[config.mk]
export PLATFORM = sky130hd
export DESIGN_NAME = mem_arbiter
export DESIGN_NICKNAME = d
export VERILOG_FILES = /design/src/rtl/mem_arb_pkg.sv /design/src/rtl/arb_pick.sv /design/src/rtl/mem_arbiter.sv
export SDC_FILE = /design/constraint.sdc
export NUM_CORES = 1
export LEC_CHECK = 0
export CORE_AREA = 2 2 105 107
export DETAILED_ROUTE_END_ITERATION = 10
export DIE_AREA = 0 0 107 109
export PLACE_DENSITY = 0.88
export SLEW_MARGIN = 20
export SYNTH_ARGS = -nofsm -noshare
export SYNTH_HDL_FRONTEND = slang
export SYNTH_SLANG_ARGS = --single-unit
[constraint.sdc]
create_clock -name clk -period 3.9 [get_ports clk]
set_clock_uncertainty 0.2 [all_clocks]
set_input_delay 0.39 -clock clk [delete_from_list [all_inputs] [get_ports clk]]
set_output_delay 0.39 -clock clk [all_outputs]
set_load 0.03 [all_outputs]
[src/rtl/mem_arb_pkg.sv]
// -----------------------------------------------------------------------------
// mem_arb_pkg
// Shared types for the single-port memory arbiter.
//   arb_state_t : arbiter FSM states (IDLE, WAIT, RESP)
//   arb_owner_t : which requester owns / won the memory (fetch or data)
//   CNT_W       : width of the read-latency counter (RD_LAT is at most 7)
// -----------------------------------------------------------------------------
package mem_arb_pkg;

    localparam int CNT_W = 3;

    typedef enum logic [1:0] {
        IDLE,
        WAIT,
        RESP
    } arb_state_t;

    typedef enum logic {
        OWN_I,
        OWN_D
    } arb_owner_t;

endpackage

[src/rtl/arb_pick.sv]
// -----------------------------------------------------------------------------
// arb_pick
// Combinational two-requester selector for the memory arbiter.
// Optional feature macro: MEM_ARB_RR_EN
//   defined   : round-robin; on conflict the requester not granted last wins
//   undefined : fixed priority, data over fetch (last_i is ignored)
// Ports:
//   ireq_i   : fetch request
//   dreq_i   : data request
//   last_i   : requester granted most recently
//   winner_o : selected requester (meaningful only when valid_o is high)
//   valid_o  : at least one request is pending
// -----------------------------------------------------------------------------
module arb_pick
    import mem_arb_pkg::*;
(
    input  logic       ireq_i,
    input  logic       dreq_i,
    input  arb_owner_t last_i,
    output arb_owner_t winner_o,
    output logic       valid_o
);

    always_comb begin
        valid_o = ireq_i | dreq_i;
`ifdef MEM_ARB_RR_EN
        if (ireq_i && dreq_i) begin
            winner_o = (last_i == OWN_D) ? OWN_I : OWN_D;
        end else begin
            winner_o = dreq_i ? OWN_D : OWN_I;
        end
`else
        winner_o = dreq_i ? OWN_D : OWN_I;
`endif
    end

`ifndef MEM_ARB_RR_EN
    // Fixed priority has no use for the history input.
    logic unused_last;
    assign unused_last = (last_i == OWN_D);
`endif

endmodule

[src/rtl/mem_arbiter.sv]
// -----------------------------------------------------------------------------
// mem_arbiter
// Shares one single-port memory between the instruction-fetch requester and
// the load/store requester. One transaction in flight at a time; stores
// complete on issue, reads return after RD_LAT cycles with a one-cycle strobe.
// Optional feature macro: MEM_ARB_RR_EN (round-robin instead of data priority).
// Parameters:
//   ADDR_W, DATA_W : address / data widths
//   RD_LAT         : memory read latency, issue cycle to mem_rdata valid (1..7)
// Ports:
//   clk, rst                    : clock, synchronous active-high reset
//   i_req/i_addr                : fetch request and address
//   i_ack/i_rvalid/i_rdata      : fetch accepted, fetch data strobe and data
//   d_req/d_we/d_addr/d_wdata   : data request (d_we=1 store, 0 load)
//   d_ack/d_rvalid/d_rdata      : data accepted, load data strobe and data
//   mem_en/mem_we/mem_addr/mem_wdata/mem_rdata : memory macro pins
//   busy                        : a read is outstanding
// -----------------------------------------------------------------------------
module mem_arbiter
    import mem_arb_pkg::*;
#(
    parameter int ADDR_W = 32,
    parameter int DATA_W = 32,
    parameter int RD_LAT = 2
) (
    input  logic              clk,
    input  logic              rst,
    input  logic              i_req,
    input  logic [ADDR_W-1:0] i_addr,
    output logic              i_ack,
    output logic              i_rvalid,
    output logic [DATA_W-1:0] i_rdata,
    input  logic              d_req,
    input  logic              d_we,
    input  logic [ADDR_W-1:0] d_addr,
    input  logic [DATA_W-1:0] d_wdata,
    output logic              d_ack,
    output logic              d_rvalid,
    output logic [DATA_W-1:0] d_rdata,
    output logic              mem_en,
    output logic              mem_we,
    output logic [ADDR_W-1:0] mem_addr,
    output logic [DATA_W-1:0] mem_wdata,
    input  logic [DATA_W-1:0] mem_rdata,
    output logic              busy
);

    localparam logic [CNT_W-1:0] LAT_C = CNT_W'(RD_LAT);

    arb_state_t        state_q, state_d;
    logic [CNT_W-1:0]  cnt_q, cnt_d;
    arb_owner_t        owner_q, owner_d;
    logic [DATA_W-1:0] i_rdata_q, i_rdata_d;
    logic [DATA_W-1:0] d_rdata_q, d_rdata_d;
    logic              i_rvalid_q, i_rvalid_d;
    logic              d_rvalid_q, d_rvalid_d;

    arb_owner_t        last_own;
    arb_owner_t        winner;
    logic              gnt_valid;
    logic              issue;
    logic              win_d;
    logic              rd_issue;
    logic              capture;

`ifdef MEM_ARB_RR_EN
    // Requester granted most recently; every grant updates it, contested or not.
    arb_owner_t last_q;

    always_ff @(posedge clk) begin
        if (rst) begin
            last_q <= OWN_D;
        end else if (issue) begin
            last_q <= winner;
        end
    end

    assign last_own = last_q;
`else
    assign last_own = OWN_D;
`endif

    arb_pick u_pick (
        .ireq_i   (i_req),
        .dreq_i   (d_req),
        .last_i   (last_own),
        .winner_o (winner),
        .valid_o  (gnt_valid)
    );

    // Issue is allowed in IDLE and RESP; reset forces every output quiet.
    assign issue    = !rst && (state_q != WAIT) && gnt_valid;
    assign win_d    = (winner == OWN_D);
    assign rd_issue = issue && !(win_d && d_we);
    assign capture  = (state_q == WAIT) && (cnt_q == LAT_C);

    assign i_ack     = issue && !win_d;
    assign d_ack     = issue && win_d;
    assign mem_en    = issue;
    assign mem_we    = issue && win_d && d_we;
    assign mem_addr  = issue ? (win_d ? d_addr : i_addr) : '0;
    assign mem_wdata = (issue && win_d) ? d_wdata : '0;

    assign busy     = !rst && (state_q == WAIT);
    assign i_rvalid = !rst && i_rvalid_q;
    assign d_rvalid = !rst && d_rvalid_q;
    assign i_rdata  = rst ? '0 : i_rdata_q;
    assign d_rdata  = rst ? '0 : d_rdata_q;

    always_comb begin
        state_d    = state_q;
        cnt_d      = cnt_q;
        owner_d    = owner_q;
        i_rdata_d  = i_rdata_q;
        d_rdata_d  = d_rdata_q;
        i_rvalid_d = 1'b0;
        d_rvalid_d = 1'b0;
        case (state_q)
            WAIT: begin
                if (capture) begin
                    // The strobe is registered, so it lands in the RESP cycle.
                    state_d = RESP;
                    cnt_d   = '0;
                    if (owner_q == OWN_I) begin
                        i_rdata_d  = mem_rdata;
                        i_rvalid_d = 1'b1;
                    end else begin
                        d_rdata_d  = mem_rdata;
                        d_rvalid_d = 1'b1;
                    end
                end else begin
                    cnt_d = cnt_q + 1'b1;
                end
            end
            default: begin
                // IDLE and RESP arbitrate identically; stores never leave IDLE.
                if (rd_issue) begin
                    state_d = WAIT;
                    cnt_d   = CNT_W'(1);
                    owner_d = winner;
                end else begin
                    state_d = IDLE;
                end
            end
        endcase
    end

    always_ff @(posedge clk) begin
        if (rst) begin
            state_q    <= IDLE;
            cnt_q      <= '0;
            owner_q    <= OWN_I;
            i_rdata_q  <= '0;
            d_rdata_q  <= '0;
            i_rvalid_q <= 1'b0;
            d_rvalid_q <= 1'b0;
        end else begin
            state_q    <= state_d;
            cnt_q      <= cnt_d;
            owner_q    <= owner_d;
            i_rdata_q  <= i_rdata_d;
            d_rdata_q  <= d_rdata_d;
            i_rvalid_q <= i_rvalid_d;
            d_rvalid_q <= d_rvalid_d;
        end
    end

endmodule

==> results of run 1 <==
==> report_power, final <==
part | switching (mW) | total, mW | internal [mW]
logic | 0.208 | 0.414 | 0.206
clock network | 0.306 | 0.694 | 0.388
registers | 0.00510 | 0.746 | 0.741
==> cells by family (layout without fill, tap and decap cells) <==
logic type	count (synthesis)	count (layout)	synth area share (%)
compound gates	104	104	20.0
simple gates	150	150	22.0
fa+ha+maj	2	2	0.674
buf+inv	74	323	9.87
flops	72	72	38.8
mux	32	32	8.63
==> how the worst max path moves through the flow <==
stage,end,slack [ns],cells past startpoint
final,mem_addr[14],0.73,4
after floorplan,mem_en,1.77,4
after detailed placement,mem_wdata[31],1.00,4
after global routing,mem_addr[28],0.56,4
after global placement,mem_addr[28],1.06,4
after CTS,mem_addr[28],0.70,4
==> flip-flops by register name (all words and copies together), names as in the netlist <==
signal,cells
d_rdata_q,32
cnt_q,3
i_rdata_q,32
state_q,2
owner_q,1
d_rvalid_q,1
i_rvalid_q,1
==> layout make-up <==
| cell class | count | area, µm² |
|---|---|---|
| timing repair buffer | 272 | 2560 |
| clock buffer | 10 | 138 |
| sequential | 72 | 1440 |
| fill | 861 | 4150 |
| inverter | 35 | 131 |
| multi-input combinational | 288 | 1910 |
| clock inverter | 6 | 97.6 |
| tap | 140 | 175 |
==> per-layer routing <==
layer | up-vias | GRT usage [%]
met3 | 20 | 4.96
met5 | - | 0
li1 | 1954 | -
met1 | 1861 | 24.1
met2 | 176 | 36.0
met4 | 0 | 6.31
==> cell usage in the layout, fill, tap and decap left out, types with 2 or more instances in the layout <==
master,count
a21oi_1,2
a22o_1,32
and2_1,34
buf_12,2
buf_4,69
bufinv_16,2
clkbuf_8,10
clkdlybuf4s50_1,200
dfxtp_1,72
ha_1,2
inv_1,33
inv_2,2
inv_6,2
mux2i_1,32
nand2_1,65
nor2_1,3
nor2b_1,35
nor3_1,2
o21ai_0,2
o21ai_1,31
o311ai_0,2
o31ai_1,33
==> critical path: stages, from the launching register on <==
cell      delay, ns
dfxtp_1        0.37
nand2b_4       0.45
and3_2         0.94
a22o_1         0.28
buf_4          0.16
==> impl_metrics.tcl, run 1 <==
set metrics [dict create \
    die_h_um 109 \
    peakVddDrop_mv 0.203 \
    cp_max_fo 66 \
    slew-limit-headroom_pct 33.3 \
    routed.top_layer "met4" \
    drt_wl_total_um 12700 \
    hold_ws_ns 0.274 \
    core_area_um2 10600 \
    hpwl_um 9700 \
    fin_cells 823 \
    routed_via_density 4.87 \
    crit_arrival_ns 2.58 \
    track_usage_pct 20.3 \
    antenna_found_initial 0 \
    wl_met3_um 990 \
    layout-drive-gt1-share_pct 14.5 \
    synthArstFlopShare_pct 0 \
    ant_nets 0 \
    place.gp.congestion 0.801 \
    placementRows 38 \
    seq_area_frac_synth_pct 38.8 \
    period_needed_ns 3.17 \
    setup_violations 0 \
    pre_cts_slack_ns 1.00 \
    outcome "completed" \
    min_period_over_period_pct 81.2 \
    hold_violations 0 \
    finish.net_count 813 \
    numCtsBuffers 9 \
    syn_area_um2 3710 \
    grt_pass1_vias 3856 \
    synthTopCellsByCount "dfxtp_1, nand2_1, nor2b_1, and2_1, inv_1" \
    hold_path_depth 2 \
    grt-ovfl-total 0 \
    power_mw 1.85 \
    crit_required_ns 3.31 \
    avgSynthCellArea_um2 8.56 \
    die_area_um2 11700 \
    critPathKind "flip-flop to primary output" \
    cts-root-buf "clkbuf_8" \
    drt-initial-drc-count 149 \
    yosys_warnings 0 \
    synth_fp_nets 569 \
    clock_sinks 72 \
    syn_inst 434 \
    synthDominantCellAreaShare_pct 38.8 \
    path_clk_slew_ns 0.09 \
    yosys_register_bits 72 \
    fin_ws_ns 0.735 \
    rsz0062_at_grt "false" \
    clockBufferDepth 2 \
    setup.worst_path.start "state_q[1]" \
    hp-start "i_rdata_q[26]" \
    yosys.cell_count.top_type "dfxtp_1" \
    fin_area_um2 6460 \
    ys_types 35 \
    via_count 4011 \
    initial_utilization_pct 35.0 \
    firstDrtPassIters 4 \
    postPlaceCellArea_um2 6220 \
    tightest_slew_ns 1.00 \
    final_util_pct 60.9 \
    fin_setup_tns_ns 0 \
    insertion_delay_ns 0.34 \
    die_x_um 107 \
    fmax_mhz 316 \
    hold_end "i_rdata_q[26]" \
    r2r-start "cnt_q[0]" \
    grt_max_degree 67 \
    areaGrowthSynthToFinish_pct 73.9 \
    portBuffers 267 \
    crit_path_end_kind "primary output" \
    dp_cells 807 \
    p_leak_nw 2.75 \
    timing.rr.end "d_rdata_q[23]" \
    r2r_setup_slack_ns 1.64 \
    synth_largest_area_cell "dfxtp_1" \
    wl_per_cell_um 15.4 \
    synth_edf_count 0 \
    drv_cap 0 \
    grt_pass1_wl_um 19000 \
    drc 0 \
    wl_met1_um 5130 \
    postCtsHoldBufs 0 \
    wl_met2_um 6380 \
    cts_tree "done" \
    ys.flop_type "dfxtp_1" \
    cts_max_level 3 \
    post_cts_buffers 0 \
    p_per_area_nw_per_um2 287 \
    finalMaxSlewViolations 0 \
    hold_path_class "flip-flop to flip-flop" \
    crit_path_start_kind "flip-flop" \
    r2r_cells 5 \
    synthTopCellsByArea "dfxtp_1, mux2i_1, a22o_1" \
    n_antenna_cell 0 \
    cts.repair.resized 0 \
    io_pins 268 \
]
(Power assumes the default switching activity.)
==> inputs of run 2 (changes only) <==
--- a/config.mk
+++ b/config.mk
@@ -5,10 +5,9 @@
 export SDC_FILE = /design/constraint.sdc
 export NUM_CORES = 1
 export LEC_CHECK = 0
-export CORE_AREA = 2 2 105 107
+export CORE_UTILIZATION = 32
 export DETAILED_ROUTE_END_ITERATION = 10
-export DIE_AREA = 0 0 107 109
-export PLACE_DENSITY = 0.88
+export PLACE_DENSITY = 0.84
 export SLEW_MARGIN = 20
 export SYNTH_ARGS = -nofsm -noshare
 export SYNTH_HDL_FRONTEND = slang
==> constraint.sdc (replaced) <==
create_clock -name clk -period 2.8 [get_ports clk]
set_clock_uncertainty 0.2 [all_clocks]
set_input_delay 0.28 -clock clk [delete_from_list [all_inputs] [get_ports clk]]
set_output_delay 0.28 -clock clk [all_outputs]
set_load 0.03 [all_outputs]
==> impl_metrics.tcl, run 2 (synthesis results as in run 1) <==
set metrics [dict create \
    outcome "completed" \
    ant_nets 0 \
    track_usage_pct 21.8 \
    peakVddDrop_mv 0.227 \
    drc 0 \
    r2r_setup_slack_ns 0.77 \
    min_period_over_period_pct 87.9 \
    die_x_um 110 \
    grt-ovfl-total 0 \
    cts-root-buf "clkbuf_16" \
    cp_num_cells 5 \
    fin_cells 826 \
    cts_tree "done" \
    period_needed_ns 2.46 \
    layout-drive-gt1-share_pct 14.7 \
    setup_violations 0 \
    cp_max_fo 51 \
    die_h_um 110 \
    path_clk_slew_ns 0.06 \
    power_mw 2.90 \
    drv_cap 0 \
    seqPwrFrac_pct 35.9 \
    p_comb_share_pct 21.7 \
    dp_cells 810 \
    place.gp.congestion 0.746 \
    timing.rr.end "cnt_q[0]" \
    r2r-start "cnt_q[0]" \
    core_area_um2 11100 \
    routed_via_density 4.94 \
    wl_per_cell_um 17.0 \
    n_antenna_cell 0 \
    crit_path_end_kind "primary output" \
    critPathKind "flip-flop to primary output" \
    cts_max_level 3 \
    io_pins 268 \
    cp_top_family "simple AND/OR/NAND/NOR gates" \
    path_buf_inv 2 \
    p_per_area_nw_per_um2 430 \
    fin_setup_tns_ns 0 \
    drt_wl_total_um 14000 \
    layout_commonest_cell "clkdlybuf4s50_1" \
    crit_path_frequent_cell "buf_12" \
    hp-start "rst" \
    cpMaxStageDelayCell "and3_2" \
    fmax_mhz 406 \
    crit_chain "nand2b_4 > and3_2 > buf_12 > a22o_1 > buf_12" \
    initial_utilization_pct 33.5 \
    post_cts_buffers 0 \
    postCtsHoldBufs 0 \
    die_area_um2 12000 \
    tightest_slew_ns 0.589 \
    clock_sinks 72 \
    hold_path_class "primary input to flip-flop" \
    drt-initial-drc-count 252 \
    r2r_cells 6 \
    grt_pass1_vias 4008 \
    final_cell_mix "clkdlybuf4s50_1, dfxtp_1, nand2_1" \
    antenna_found_initial 0 \
    crit_arrival_ns 1.98 \
    hold_path_depth 4 \
    sw_frac_of_total_pct 26.2 \
    hold_end "d_rdata_q[23]" \
    areaGrowthSynthToFinish_pct 81.5 \
    p_int_mw 2.14 \
    numCtsBuffers 9 \
    placementRows 38 \
    finish.net_count 816 \
    reg_top3 "d_rdata_q (32), i_rdata_q (32), cnt_q (3)" \
    via_count 4084 \
    portBuffers 267 \
    hold_violations 0 \
    insertion_delay_ns 0.33 \
    hpwl_um 10500 \
    grt_pass1_wl_um 19900 \
    p_clk_share_pct 42.4 \
    slowest_delay_ns 0.39 \
    rsz0062_at_grt "false" \
    crit_required_ns 2.32 \
    clockBufferDepth 2 \
    firstDrtPassIters 4 \
    p_switching_mw 0.761 \
    grt_max_degree 68 \
    slew-limit-headroom_pct 60.7 \
    crit_path_start_kind "flip-flop" \
    p_leak_nw 2.85 \
    cts.repair.resized 0 \
    finalMaxSlewViolations 0 \
]
[run 2: area by class of cell]
cell class / instances / area, µm²
timing repair buffer: 275 / 2760
clock inverter: 6 / 90.1
sequential: 72 / 1440
tap: 140 / 175
clock buffer: 10 / 229
inverter: 35 / 131
multi-input combinational: 288 / 1910
fill: 919 / 4340
[run 2: worst register-to-register path: cells and delay by family (launching register included)]
kind,cells,cell delay [ns]
buf+inv,2,0.45
flops,1,0.41
fa+ha+maj,1,0.23
compound gates,1,0.33
simple gates,2,0.28
[run 2: how the worst max path moves through the flow]
stage	startpoint	slack, ns	end
floorplan	state_q[1]	0.82	mem_wdata[22]
global placement	d_req	0.48	mem_en
detailed placement	d_req	0.44	mem_addr[25]
CTS	state_q[1]	0.34	mem_addr[5]
global route	state_q[1]	0.23	mem_addr[3]
finish	state_q[1]	0.34	mem_addr[4]
[run 2: power groups by stage]
stage | Sequential (mW) | Combinational (mW) | Clock (mW)
finish | 1.04 | 0.628 | 1.23
global route | 1.04 | 0.665 | 1.30
CTS | 1.04 | 0.631 | 1.26
detailed placement | 1.06 | 0.627 | 0
global placement | 1.06 | 0.620 | 0
floorplan | 1.06 | 0.278 | 0
[run 2: metal layers]
layer	wire length (µm)	share of wire [%]	track usage [%]
met2	7580	54	43.5
met3	1040	7.4	5.33
met4	176	1.3	5.52
met1	5240	37	22.3
met5	0	0	0
[run 2: per-stage QoR]
stage               area [µm²]  util (%)  setup WS [ns]  hold WS (ns)
floorplan                 3710         -          0.824         0.234
global placement          6420      58.0          0.480         0.254
detailed placement        6420      58.0          0.436         0.260
CTS                       6740      60.8          0.337         0.146
global route              6740      60.8          0.234         0.171
finish                    6740      60.8          0.339         0.151
==> inputs of run 3 (changes only) <==
--- a/config.mk
+++ b/config.mk
@@ -7,6 +7,7 @@
 export LEC_CHECK = 0
 export CORE_UTILIZATION = 32
 export DETAILED_ROUTE_END_ITERATION = 10
+export HOLD_SLACK_MARGIN = 0.15
 export PLACE_DENSITY = 0.84
 export SLEW_MARGIN = 20
 export SYNTH_ARGS = -nofsm -noshare
==> impl_metrics.tcl, run 3 (synthesis results as in run 1) <==
set metrics [dict create \
    period_needed_ns 2.46 \
    tightest_slew_ns 0.586 \
    reg_top3 "d_rdata_q (32), i_rdata_q (32), cnt_q (3)" \
    drt-initial-drc-count 242 \
    final_util_pct 60.9 \
    finalMaxSlewViolations 0 \
    power_mw 2.90 \
    cp-endpoint "mem_addr[4]" \
    r2r-start "cnt_q[0]" \
    layout-drive-gt1-share_pct 14.7 \
    clock_sinks 72 \
    antenna_found_initial 0 \
    p_per_area_nw_per_um2 430 \
    initial_utilization_pct 33.5 \
    peakVddDrop_mv 0.227 \
    final_cell_mix "clkdlybuf4s50_1, dfxtp_1, nand2_1" \
    grt_pass1_vias 4013 \
    clockBufferDepth 2 \
    crit_path_end_kind "primary output" \
    fmax_mhz 406 \
    n_antenna_cell 0 \
    via_count 4070 \
    cts_max_level 3 \
    ant_nets 0 \
    cp_max_fo 51 \
    critPathKind "flip-flop to primary output" \
    hold_path_class "primary input to flip-flop" \
    setup.worst_path.start "state_q[1]" \
    firstDrtPassIters 4 \
    io_pins 268 \
    die_x_um 110 \
    grt_pass1_wl_um 19900 \
    wl_per_cell_um 17.0 \
    fin_setup_tns_ns 0 \
    crit_required_ns 2.32 \
    drv_cap 0 \
    crit_path_start_kind "flip-flop" \
    portBuffers 267 \
    hold_path_depth 3 \
    drt_wl_total_um 14000 \
    placementRows 38 \
    slew-limit-headroom_pct 60.9 \
    r2r_cells 6 \
    r2r_setup_slack_ns 0.78 \
    timing.rr.end "cnt_q[0]" \
    numCtsBuffers 9 \
    areaGrowthSynthToFinish_pct 81.7 \
    fin_ws_ns 0.338 \
    finish.net_count 817 \
    setup_violations 0 \
    dp_cells 810 \
    hpwl_um 10500 \
    die_area_um2 12000 \
    core_area_um2 11100 \
    cts_tree "done" \
    grt_max_degree 68 \
    cts-root-buf "clkbuf_16" \
    pre_cts_slack_ns 0.436 \
    track_usage_pct 21.8 \
    routed_via_density 4.92 \
    insertion_delay_ns 0.33 \
    layout_commonest_cell "clkdlybuf4s50_1" \
    crit_arrival_ns 1.98 \
    fin_cells 827 \
    path_clk_slew_ns 0.06 \
    outcome "completed" \
    place.gp.congestion 0.746 \
    fillers 919 \
    grt-ovfl-total 0 \
    die_h_um 110 \
    drc 0 \
    p_leak_nw 2.85 \
    cts.repair.resized 0 \
    min_period_over_period_pct 87.9 \
    rsz0062_at_grt "false" \
    hold_violations 0 \
]
-- run 3: cell count changes in the layout (fill, tap and decap cells not counted) --
cell           change
dlygate4sd3_1      +1
-- run 3: per-stage QoR --
step / hold slack (ns) / instance area (µm²)
3_3_place_gp: 0.254 / 6420
4_1_cts: 0.228 / 6750
3_5_place_dp: 0.260 / 6420
2_1_floorplan: 0.234 / 3710
6_report: 0.231 / 6750
5_1_grt: 0.250 / 6750
-- run 3: worst min path at each step --
stage / startpoint / endpoint / slack [ns]
after floorplan: mem_rdata[0] / d_rdata_q[0] / 0.23
after global placement: i_rdata_q[1] / i_rdata_q[1] / 0.25
after detailed placement: i_rdata_q[7] / i_rdata_q[7] / 0.26
after CTS: rst / d_rvalid_q / 0.23
after global routing: rst / d_rvalid_q / 0.25
final: rst / d_rvalid_q / 0.23
-- run 3: layout make-up --
cell class	count	area, µm²	share of cell area, %
flip-flops and latches	72	1440	21.4
clock inverters	6	90.1	1.33
well taps	140	175	2.60
repair buffers	276	2770	41.1
multi-input cells	288	1910	28.3
inverters	35	131	1.95
clock buffers	10	229	3.39
-- run 3: what timing repair did --
action	CTS	global route
hold buffers	1	0
setup buffers	0	0
hold endpoints to repair	1	0
setup endpoints to repair	0	0
-- run 3: metal layers --
| layer | vias to the layer above | wire length (µm) | share of wire, % | GRT usage, % |
|---|---|---|---|---|
| li1 | 1968 | - | - | - |
| met1 | 1939 | 5220 | 37 | 22.3 |
| met2 | 152 | 7650 | 54 | 43.6 |
| met3 | 11 | 995 | 7.1 | 5.33 |
| met4 | 0 | 176 | 1.3 | 5.52 |
| met5 | - | 0 | 0 | 0 |
-- run 3: where the power goes --
| group | switching [mW] | total, mW | internal [mW] |
|---|---|---|---|
| Combinational | 0.309 | 0.629 | 0.320 |
| Sequential | 0.00804 | 1.04 | 1.03 |
| Clock | 0.444 | 1.23 | 0.785 |
-- run 3: worst max-delay path, stage by stage (launching register included) --
cell	delay, ns
dfxtp_1	0.38
nand2b_4	0.26
and3_2	0.39
buf_12	0.25
a22o_1	0.23
buf_12	0.13
